$ cat config.mk
export PLATFORM = sky130hd
export DESIGN_NAME = dmem_arbiter
export DESIGN_NICKNAME = d
export VERILOG_FILES = /design/src/rtl/dmem_arb_pkg.sv /design/src/rtl/dmem_arb_pick.sv /design/src/rtl/dmem_arbiter.sv
export SDC_FILE = /design/constraint.sdc
export NUM_CORES = 1
export LEC_CHECK = 0
export ABC_AREA = 1
export ABC_CLOCK_PERIOD_IN_PS = 1000
export CORE_MARGIN = 2
export CORE_UTILIZATION = 36
export DETAILED_ROUTE_END_ITERATION = 8
export MAX_ROUTING_LAYER = met4
export PLACE_DENSITY = 0.8
export SLEW_MARGIN = 25
export SYNTH_ARGS = -nofsm -noshare
export SYNTH_HDL_FRONTEND = slang
export SYNTH_HIERARCHICAL = 1
export SYNTH_SLANG_ARGS = --single-unit
$ cat constraint.sdc
create_clock -name clk -period 1 [get_ports clk]
set_input_delay 0.1 -clock clk [delete_from_list [all_inputs] [get_ports clk]]
set_output_delay 0.1 -clock clk [all_outputs]
set_load 0.03 [all_outputs]
$ cat src/rtl/dmem_arb_pkg.sv
// Shared types and default sizes for the data-memory arbiter.
// Latency: n/a (types and constants only).
// Backpressure: n/a.
package dmem_arb_pkg;

    localparam int DATA_W_DEF     = 32;
    localparam int DM_ADDRESS_DEF = 9;

    typedef enum logic [1:0] {
        IDLE   = 2'd0,
        ACCESS = 2'd1,
        RESP   = 2'd2
    } state_t;

    typedef enum logic {
        OWN_CORE = 1'b0,
        OWN_DBG  = 1'b1
    } owner_t;

endpackage

$ cat src/rtl/dmem_arb_pick.sv
// Winner selection between core and debug-loader requests.
// Latency: purely combinational.
// Backpressure: none; the loser simply keeps requesting.
// Ports: core_req, dbg_req (requests), last_owner (previous grant, owner_t
// encoding), winner (owner_t encoding; only meaningful when a request is up).
// Build option: DMEM_ARB_RR_EN selects round-robin, otherwise core has priority.
module dmem_arb_pick
    import dmem_arb_pkg::*;
(
    input  logic core_req,
    input  logic dbg_req,
    input  logic last_owner,
    output logic winner
);

`ifdef DMEM_ARB_RR_EN
    always_comb begin
        winner = OWN_CORE;
        if (core_req && dbg_req) begin
            // On contention, hand the memory to whoever did not have it last.
            winner = (last_owner == OWN_CORE) ? OWN_DBG : OWN_CORE;
        end else if (dbg_req) begin
            winner = OWN_DBG;
        end
    end
`else
    // Fixed priority has no use for the previous owner.
    logic unused_last_owner;
    assign unused_last_owner = last_owner;

    always_comb begin
        winner = OWN_CORE;
        if (!core_req && dbg_req) begin
            winner = OWN_DBG;
        end
    end
`endif

endmodule

$ cat src/rtl/dmem_arbiter.sv
// Two-requester (core, debug loader) arbiter in front of a single data memory.
// Latency: request sampled in IDLE at T -> gnt + memory enable at T+1 -> rvalid at T+2 (reads).
// Backpressure: one access at a time; requests outside IDLE wait (core_stall) and are held by the requester.
// Ports: clk, reset (sync, active high); core_*/dbg_* request, gnt and rvalid per requester;
// rdata shared read data; core_stall; MemRead/MemWrite/mem_addr/mem_wdata/mem_rdata to the memory.
// Build option: DMEM_ARB_RR_EN enables round-robin arbitration with a last_owner register.
module dmem_arbiter
    import dmem_arb_pkg::*;
#(
    parameter int DATA_W     = DATA_W_DEF,
    parameter int DM_ADDRESS = DM_ADDRESS_DEF
) (
    input  logic                  clk,
    input  logic                  reset,
    input  logic                  core_req,
    input  logic                  core_we,
    input  logic [DM_ADDRESS-1:0] core_addr,
    input  logic [DATA_W-1:0]     core_wdata,
    input  logic                  dbg_req,
    input  logic                  dbg_we,
    input  logic [DM_ADDRESS-1:0] dbg_addr,
    input  logic [DATA_W-1:0]     dbg_wdata,
    output logic                  core_gnt,
    output logic                  dbg_gnt,
    output logic                  core_rvalid,
    output logic                  dbg_rvalid,
    output logic [DATA_W-1:0]     rdata,
    output logic                  core_stall,
    output logic                  MemRead,
    output logic                  MemWrite,
    output logic [DM_ADDRESS-1:0] mem_addr,
    output logic [DATA_W-1:0]     mem_wdata,
    input  logic [DATA_W-1:0]     mem_rdata
);

    state_t                state_q, state_d;
    owner_t                owner_q;
    logic                  we_q;
    logic [DM_ADDRESS-1:0] addr_q;
    logic [DATA_W-1:0]     wdata_q;
    logic [DATA_W-1:0]     rdata_q;

    logic                  latch_en;
    logic                  capture_en;
    logic                  winner_bit;
    owner_t                winner;
    logic                  last_owner_bit;

`ifdef DMEM_ARB_RR_EN
    owner_t last_owner_q;

    // Resets to DBG so the core wins the first contention after reset.
    always_ff @(posedge clk) begin
        if (reset) begin
            last_owner_q <= OWN_DBG;
        end else if (core_gnt || dbg_gnt) begin
            last_owner_q <= owner_q;
        end
    end

    assign last_owner_bit = last_owner_q;
`else
    assign last_owner_bit = OWN_DBG;
`endif

    dmem_arb_pick u_pick (
        .core_req   (core_req),
        .dbg_req    (dbg_req),
        .last_owner (last_owner_bit),
        .winner     (winner_bit)
    );

    assign winner = owner_t'(winner_bit);

    always_ff @(posedge clk) begin
        if (reset) begin
            state_q <= IDLE;
        end else begin
            state_q <= state_d;
        end
    end

    always_comb begin
        state_d     = state_q;
        latch_en    = 1'b0;
        capture_en  = 1'b0;
        core_gnt    = 1'b0;
        dbg_gnt     = 1'b0;
        core_rvalid = 1'b0;
        dbg_rvalid  = 1'b0;
        MemRead     = 1'b0;
        MemWrite    = 1'b0;
        case (state_q)
            IDLE: begin
                if (core_req || dbg_req) begin
                    latch_en = 1'b1;
                    state_d  = ACCESS;
                end
            end
            ACCESS: begin
                core_gnt = (owner_q == OWN_CORE);
                dbg_gnt  = (owner_q == OWN_DBG);
                MemWrite = we_q;
                MemRead  = !we_q;
                if (we_q) begin
                    state_d = IDLE;
                end else begin
                    capture_en = 1'b1;
                    state_d    = RESP;
                end
            end
            RESP: begin
                core_rvalid = (owner_q == OWN_CORE);
                dbg_rvalid  = (owner_q == OWN_DBG);
                state_d     = IDLE;
            end
            default: begin
                state_d = IDLE;
            end
        endcase
    end

    // Payload is latched once in IDLE so the access completes even if the
    // requester drops its request afterwards.
    always_ff @(posedge clk) begin
        if (reset) begin
            owner_q <= OWN_CORE;
            we_q    <= 1'b0;
            addr_q  <= '0;
            wdata_q <= '0;
            rdata_q <= '0;
        end else begin
            if (latch_en) begin
                owner_q <= winner;
                if (winner == OWN_DBG) begin
                    we_q    <= dbg_we;
                    addr_q  <= dbg_addr;
                    wdata_q <= dbg_wdata;
                end else begin
                    we_q    <= core_we;
                    addr_q  <= core_addr;
                    wdata_q <= core_wdata;
                end
            end
            if (capture_en) begin
                rdata_q <= mem_rdata;
            end
        end
    end

    assign mem_addr   = addr_q;
    assign mem_wdata  = wdata_q;
    assign rdata      = rdata_q;
    assign core_stall = core_req && !core_gnt;

endmodule
After elaboration in Yosys (flattened, before gate mapping) --
Index checks and enable logic that the tools add are counted.
Cells by class: eq/ne operators 3, multiplexer cells 17, bitwise operators 1, reduce and logical (&&, ||, !) cells 7
Operators by type and width (count):
- 2-to-1 mux 32 bit | 1
- 2-to-1 mux 1 bit | 12
- 2-to-1 mux 9 bit | 1
- 2-to-1 mux 2 bit | 2
- one-hot mux 2 bit (2 select lines) | 1
- logical NOT 1 bit | 3
- == test 2 x 1 -> 1 bit, second input constant | 1
- == test 2 bit, second input constant | 1
- logical AND 1 bit | 2
- logical NOT 2 bit | 1
- inequality test 2 bit, second input constant | 1
- logical OR 1 bit | 1
- inverter 1 bit | 1
Storage, ports and cells: register bits after elaboration 77, bits of input ports 120, output and inout port bits 80, logic and storage cells 34

Logic depth before layout (Yosys ltp) --
Gate-level depths: netlist of the first run.
depth in word-level cells 4, mapped depth 9, gate-level depth less buffers 7

Cells and area by module --
The synthesis of the first run kept the hierarchy.
By module, submodules not included:
- dmem_arbiter | instances 1, cells an instance 632, area each 3703.6 µm², sequential area each 1541.5 µm²
- dmem_arb_pick | instances 1, cells an instance 2, area each 10.0 µm², sequential area each 0.0 µm²

Worst setup path before layout of the first run --
Ideal clock, no wire load.
path type register to output, start point register owner_q, end point output dbg_rvalid, arrival 1.104 ns, required time 0.900 ns, setup slack -0.204 ns, stages on the path, launching flop included 3, path buffers 0, cell sequence dfxtp_1 > inv_1 > nor3_1
On the way: longest elaborated chain between the ends 1
RTL lines:
- start: declaration | line dmem_arbiter.sv:37 | owner_t owner_q;
- start signal: assignment | line dmem_arbiter.sv:134 | owner_q <= winner;
- 2-to-1 mux 1 bit | line dmem_arbiter.sv:93 | case (state_q)
- end: declaration | line dmem_arbiter.sv:26 | output logic dbg_rvalid,
Every way passes these cells.

Worst setup path after layout of the first run --
start point register state_q[0], end point register wdata_q[18], in the netlist mem_wdata[18]
On the way: longest elaborated chain between the ends 2
RTL lines:
- start: declaration | line dmem_arbiter.sv:36 | state_t state_q, state_d;
- start signal: assignment | line dmem_arbiter.sv:79 | state_q <= state_d;
- logical NOT 2 bit | line dmem_arbiter.sv:93
- 2-to-1 mux 1 bit | line dmem_arbiter.sv:93
- end signal: assignment | line dmem_arbiter.sv:138 | wdata_q <= dbg_wdata;
- end signal: assignment | line dmem_arbiter.sv:142 | wdata_q <= core_wdata;
- end: declaration | line dmem_arbiter.sv:40 | logic [DATA_W-1:0] wdata_q;
Every way passes these cells. A chain may end at the register's enable or synchronous reset.

==> results of run 1 <==
## power by group through the flow
stage / Sequential, mW / Clock (mW) / Combinational [mW]
finish: 3.61 / 2.59 / 4.09
global route: 3.66 / 2.80 / 4.41
CTS: 3.60 / 2.67 / 3.78
detailed placement: 3.67 / 0 / 3.16
global placement: 3.65 / 0 / 3.14
floorplan: 4.30 / 0 / 1.16
## cell type report
| class | count | area, um2 | share of cell area [%] |
|---|---|---|---|
| timing repair buffer | 246 | 2680 | 38.3 |
| clock inverter | 4 | 72.6 | 1.04 |
| clock buffer | 11 | 141 | 2.02 |
| antenna | 1 | 2.50 | 0.0358 |
| sequential | 77 | 1550 | 22.2 |
| inverter | 83 | 318 | 4.54 |
| multi-input combinational | 441 | 2060 | 29.5 |
| tap | 136 | 170 | 2.43 |
## final timing paths
check / depth (start not counted) / start / end
min: 3 / mem_rdata[22] / rdata[22]$_SDFFE_PP0P_
max: 8 / state_q[0]$_SDFFE_PP0P_ / mem_wdata[18]$_SDFFE_PP0P_
max reg2reg: 8 / state_q[0]$_SDFFE_PP0P_ / mem_wdata[18]$_SDFFE_PP0P_
min reg2reg: 4 / rdata[1]$_SDFFE_PP0P_ / rdata[1]$_SDFFE_PP0P_
## metrics by stage
step / worst slack, ns / cell area (um2)
after floorplan: -0.0275 / 3760
after global placement: -0.462 / 5850
after detailed placement: -0.487 / 5850
after CTS: -0.291 / 6650
after global routing: -0.357 / 6990
final: -0.292 / 6990
## flip-flops by register name, summed over array words and instances (netlist names)
name and cells:
mem_wdata 32, rdata 32, mem_addr 9, state_q 2, owner_q 1, we_q 1
## worst max-delay path, delay by kind of cell, from the launching register on
family        cells  cell delay [ns]
buf+inv           3             0.42
simple gates      5             0.44
flops             1             0.37
## metal layers
metal / up-vias / global-route usage [%] / wire length (um)
li1: 2260 / - / -
met1: 1844 / 25.1 / 5130
met2: 116 / 37.3 / 6230
met3: 12 / 4.70 / 569
met4: 0 / 4.61 / 135
met5: - / - / 0
## timing repair
action                     CTS  global route
gates cloned                11             3
hold buffers                 0             0
pin swaps                    9             9
setup buffers                6             1
resized for setup           88            94
setup endpoints to repair   82           101
==> metrics.txt, run 1 <==
cts bufs inserted 9; status finished with violations; Layout Utilization roughly 69%; cells after synthesis roughly 630; ANT nets after route 0; PnR Total Power 10.3 mW; IO Port Bufs a little under 200; Tot GR Track Use 21.3%; Slew Limit Fails 0; Starting DRT DRC Count roughly 120; final worst path period need ~1.3 ns; first drt pass iteration count 4; critical path endpoint category register; fin nets slightly below 1000; clock slew at reported path FFs ~0.080 ns; commonest non-fill, non-tap cell in the layout nand2_1; Clock Latency Late Sink 0.34 ns; sequential power share between 30% and 40%; Inst Count DP just under 1000; core area ~10000 um2; Int Power just under 7 mW; drt drc 0; Initial Utilization approximately 36%; crit path cell chain buf_6, nor2_4, buf_6, nand2_8, buf_12, nand2_2, nand2_1, nor2_1; failing checks setup timing; maximum clock insertion buffer count 2; CP arrival around 1.6 ns; RSZ-0062 raised after global routing true; part of the cycle the worst path needs 129%; Ports 200; Fill cells 875; worst-path fanout max 5; Max Cap Violations 0; WL final between 10 and 15 mm; final hold slack ~0.33 ns; area added between synthesis and finish 88.5%; total number of vias around 4200; most frequent cells in the layout nand2_1, clkdlybuf4s50_1, nor2_1; Fin. Hold Viols 0; global route total overflow 0; layout cells sized above 1 30.9%; HPWL Detailed roughly 7.8 mm; P per Cell Area 1470 nW/um2; width of the die 106 um; Die Footprint 11100 um2; worst rel slew slack between 80% and 90%; RePlAce Congestion about 0.76; switching pwr 3.44 mW; first-pass GRT wire length 18.8 mm; slack of the worst reg-to-reg path -0.29 ns; share of power burned in the clock network 25.2%; Switching Share 33.5%; CTS tree done; CP max stage cell dfxtp_4; maximum vdd ir drop between 0.7 and 0.8 mV; warning count from the yosys run 6; highest clock rate ~770 MHz; static leakage power approximately 3.5 nW; final setup violation count between 80 and 90; H-tree Lvls 3; vias in the first global route 4054; vias per inst roughly 4.2; clock root buffer clkbuf_8; Synth Area per Inst 5.86 um2; synthesized area 3710 um2; setup TNS -18.76 ns; initial antenna violation count 1; PnR worst setup slack -0.292 ns; wire length per cell about 12 um; clk sinks 77; CP required 1.27 ns; Comb power frac between 30% and 40%; worst hold path type input port to register; max incr delay on CP 0.37 ns; cell row count 37; Finished Layout Cells between 900 and 1000; Fin Clk Skew slightly above 0.008 ns; worst-margin pin slew approximately 0.25 ns; syn_nets 753; crit-path most repeated cell buf_6; kind of critical path register to register; die span in y around 110 um; largest net degree at the start of global routing 43; Setup crit start kind register
Power figures use the tool's default switching activity.
==> run 2: changes to the inputs <==
--- a/config.mk
+++ b/config.mk
@@ -8,10 +8,12 @@
 export ABC_AREA = 1
 export ABC_CLOCK_PERIOD_IN_PS = 1000
 export CORE_MARGIN = 2
-export CORE_UTILIZATION = 36
+export CORE_UTILIZATION = 37
+export CTS_BUF_LIST = sky130_fd_sc_hd__clkbuf_4
 export DETAILED_ROUTE_END_ITERATION = 8
+export GPL_TIMING_DRIVEN = 0
 export MAX_ROUTING_LAYER = met4
-export PLACE_DENSITY = 0.8
+export PLACE_DENSITY = 0.82
 export SLEW_MARGIN = 25
 export SYNTH_ARGS = -nofsm -noshare
 export SYNTH_HDL_FRONTEND = slang
==> metrics.txt, run 2 (same netlist as run 1, synthesis figures left out) <==
IO Port Bufs 199 (unchanged); first-pass GRT wire length 21.4 mm (+14%); worst rel slew slack 66.6% (-17 points); Die Footprint 10800 um2 (-2.6%); P per Cell Area 1410 nW/um2 (-3.9%); Setup crit start kind register; highest clock rate 687 MHz (-11%); final setup violation count 119 (+43%); clock root buffer clkbuf_4; cell row count 36 (-2.7%); HPWL Detailed 8.34 mm (+6.3%); die span in y 104 um (-1.3%); Layout Utilization 77.3% (+8.7 points); area post-placement 5910 um2 (+1.1%); Tot GR Track Use 25.1% (+3.8 points); Starting DRT DRC Count 228 (+85%); clk sinks 77 (unchanged); clock slew at reported path FFs 0.14 ns (+0.06 ns); static leakage power 3.68 nW (+5.1%); kind of critical path register to primary output; most frequent cells in the layout nand2_1, clkdlybuf4s50_1, buf_6; area added between synthesis and finish 104%; drt drc 0 (unchanged); CP max stage cell dfxtp_4; max incr delay on CP 0.39 ns (+0.02 ns); final hold slack 0.248 ns (-0.0780 ns); CP required 0.90 ns (-0.37 ns); maximum vdd ir drop 0.771 mV (+7.1%); first drt pass iteration count 4 (unchanged); commonest non-fill, non-tap cell in the layout nand2_1; area of the multi-input gates 2270 um2 (+10%); ANT nets after route 0 (unchanged); maximum clock insertion buffer count 2 (unchanged); setup TNS -26.20 ns (-7.44 ns); Slew Limit Fails 0 (unchanged); Clock Latency Late Sink 0.42 ns (+0.08 ns); fin nets 1013 (+3.6%); critical path endpoint category primary output; worst hold path type input port to register; Max Cap Violations 0 (unchanged); RePlAce Congestion 0.802 (+6.0%); final worst path period need 1.46 ns (+0.163 ns); crit path cell chain buf_4, nor3_2, buf_4; wire length per cell 13.4 um (+11%); global route total overflow 0 (unchanged); RSZ-0062 raised after global routing true; Fin. Hold Viols 0 (unchanged); initial antenna violation count 0 (-1); Reg area 1640 um2 (+5.6%); vias in the first global route 4471 (+10%); status finished with violations; crit-path most repeated cell buf_4; cts bufs inserted 9 (unchanged); H-tree Lvls 3 (unchanged); layout cells sized above 1 42.0% (+11 points); worst-path fanout max 4 (-1); Hold-fix buffers, CTS 0 (unchanged); vias per inst 4.42 (+4.3%); WL final 13.8 mm (+15%); Initial Utilization 38.0% (+1.5 points); Final Cell Area 7560 um2 (+8.1%); total number of vias 4552 (+7.6%); CTS tree done; failing checks setup timing; width of the die 104 um (-1.3%); Fin Clk Skew 0.0140 ns (+0.00575 ns); part of the cycle the worst path needs 146% (+16 points); core area 9770 um2 (-4.0%); Ports 200 (unchanged); worst-margin pin slew 0.501 ns (+0.254 ns); PnR worst setup slack -0.455 ns (-0.163 ns); largest net degree at the start of global routing 13 (-70%); Fill cells 673 (-23%); CP arrival 1.36 ns (-0.20 ns); Ant. Diodes 0 (-1)
## run 2: routing by layer
layer / share of wire [%] / vias up / track usage (%) / wire, um
met1: 41 / 2046 / 29.5 / 5730
met3: 5.2 / 25 / 3.51 / 713
li1: - / 2329 / - / -
met5: 0 / - / - / 0
met2: 52 / 152 / 44.7 / 7130
met4: 1.9 / 0 / 7.24 / 262
## run 2: path summary, 6_finish.rpt
| check | start | end | slack [ns] | cells past startpoint |
|---|---|---|---|---|
| worst min-delay path | mem_rdata[13] | rdata[13]$_SDFFE_PP0P_ | 0.25 | 3 |
| worst min register to register | rdata[9]$_SDFFE_PP0P_ | rdata[9]$_SDFFE_PP0P_ | 0.53 | 4 |
| worst max-delay path | state_q[0]$_SDFFE_PP0P_ | dbg_rvalid | -0.46 | 3 |
| worst max register to register | we_q$_SDFFE_PP0P_ | rdata[16]$_SDFFE_PP0P_ | -0.42 | 10 |
## run 2: cell type report
| class | count | share of cell area (%) |
|---|---|---|
| Buffer | 32 | 4.04 |
| Clock buffer | 9 | 0.894 |
| Clock inverter | 6 | 1.36 |
| Inverter | 83 | 4.30 |
| Multi-Input combinational cell | 440 | 30.0 |
| Sequential cell | 77 | 21.7 |
| Tap cell | 133 | 2.20 |
| Timing Repair Buffer | 250 | 35.5 |
## run 2: worst max-delay path, delay by kind of cell (launching register included)
| family | cells | cell delay (ns) |
|---|---|---|
| buffers and inverters | 2 | 0.34 |
| DFF | 1 | 0.39 |
| and+or+nand+nor | 1 | 0.21 |
## run 2: what timing repair did
action / in CTS / in global routing
gates resized for setup: 763 / 112
setup buffers: 20 / 21
pin swaps: 3 / 21
cloned: 11 / 1
setup endpoints to repair: 157 / 157
## run 2: metrics by stage
stage          power (mW)  setup slack, ns  std cells
2_1_floorplan        5.45          -0.0275        633
3_3_place_gp         6.84           -0.746        965
3_5_place_dp         6.88           -0.784        965
4_1_cts              10.2           -0.446       1010
5_1_grt              11.2           -0.516       1030
6_report             10.7           -0.455       1030
## run 2: report_power, final
group	switching (mW)	internal, mW
Clock	1.14	1.23
Sequential	0.249	3.48
Combinational	2.35	2.24
==> RTL edit (flow settings as in run 2) <==
Build with the macro `DMEM_ARB_RR_EN` defined.
--- a/src/rtl/dmem_arb_pick.sv
+++ b/src/rtl/dmem_arb_pick.sv
@@ -4,6 +4,8 @@
 // Ports: core_req, dbg_req (requests), last_owner (previous grant, owner_t
 // encoding), winner (owner_t encoding; only meaningful when a request is up).
 // Build option: DMEM_ARB_RR_EN selects round-robin, otherwise core has priority.
+`define DMEM_ARB_RR_EN
+
 module dmem_arb_pick
     import dmem_arb_pkg::*;
 (
Check against the original RTL: not equivalent (a bounded check fails within 4 cycles, from zero or initial values and one cycle with reset high).
==> RTL edit against run 2 <==
The run still ends with setup timing left; wire length grew 1.4%; first-iteration DRC count shrank 23%; worst setup slack is essentially flat; die area grew 0.62%; final area grew 1.5%; sequential power grew 2%; total power shrank 0.83%; global-route usage shrank 2.2 points; combinational power is essentially flat; sequential share of layout area shrank 0.051 points; area after synthesis grew 0.64%; sequential cell count grew 1.
==> RTL edit: results <==
outcome:
  outcome: "complete, but fails checks"
  violations: "setup timing"
clock_tree:
  post_cts_resize_count: 658
  cts_tree: "built"
  clockRootBuffer: "clkbuf_4"
  post-cts-setup-buffers: 9
synth:
  synth_fp_nets: 756
  synth_adder_area_share_pct: 0
  synth-seq-cells: 78
  synth_mux_area_share_pct: 0
  synth_common_cells: "279 x nand2_1, 153 x nor2_1, 82 x inv_1"
routing:
  route.met2.wl_um: 7340
  met3_length_um: 678
  drt_wl_total_um: 14000
  met1_length_um: 5690
  drt-initial-drc-count: 176
place:
  hpwl_um: 8450
  detailed_place.area_um2: 5960
  dpl_worst_slack_ns: -0.712
  gp_congestion: 0.815
layout:
  register_area_um2: 1660
  final_area_um2: 7670
  clk_share_pct: 2.10
  clkbuf_count: 10
  inv_count: 84
  drive_gt1_share_pct: 44.5
  finalNetCount: 1008
  fill_cells: 655
  nMultiInputCombCells: 442
  buffers_excl_clock: 273
  buffer_area_share_pct: 39.9
  multi_input_area_um2: 2280
  n_antenna_cell: 0
global_route:
  grt_max_degree: 14
  use_met3_pct: 4.89
  track_usage_pct: 22.9
  grt_pass1_vias: 4195
  met2_usage_pct: 39.0
  gr-usage-met1_pct: 26.4
  grt_pass1_wl_um: 19600
  grt_busiest_layer: "met2"
floorplan:
  fp.dieW_um: 104
critical_path:
  slowest_stage: "dfxtp_2"
  crit_fanout: 4
pwr:
  peakVddDrop_mv: 0.944
  leakagePower_nw: 3.78
sta:
  slew_headroom_pct: 66.9
  setup_violations: 154
  fin_ws_ns: -0.455
  setup_tns_ns: -23.79
  fin_skew_ns: 0.0106
-- RTL edit: power by group --
group	switching [mW]	internal (mW)
registers	0.257	3.53
logic	2.34	2.26
clock network	1.17	1.04
total	3.77	6.83
-- RTL edit: worst paths after layout --
kind | from | end | slack [ns] | cells past startpoint
worst max register to register | last_owner_bit$_SDFFE_PP1P_ | mem_addr[2]$_SDFFE_PP0P_ | -0.39 | 9
worst min register to register | last_owner_bit$_SDFFE_PP1P_ | last_owner_bit$_SDFFE_PP1P_ | 0.49 | 2
worst min-delay path | mem_rdata[17] | rdata[17]$_SDFFE_PP0P_ | 0.22 | 3
worst max-delay path | state_q[1]$_SDFFE_PP0P_ | core_rvalid | -0.46 | 4
-- RTL edit: stage by stage --
step	total power, mW	cells
2_1_floorplan	5.60	636
3_3_place_gp	7.02	968
3_5_place_dp	7.07	968
4_1_cts	9.60	995
5_1_grt	11.1	1026
6_report	10.6	1026
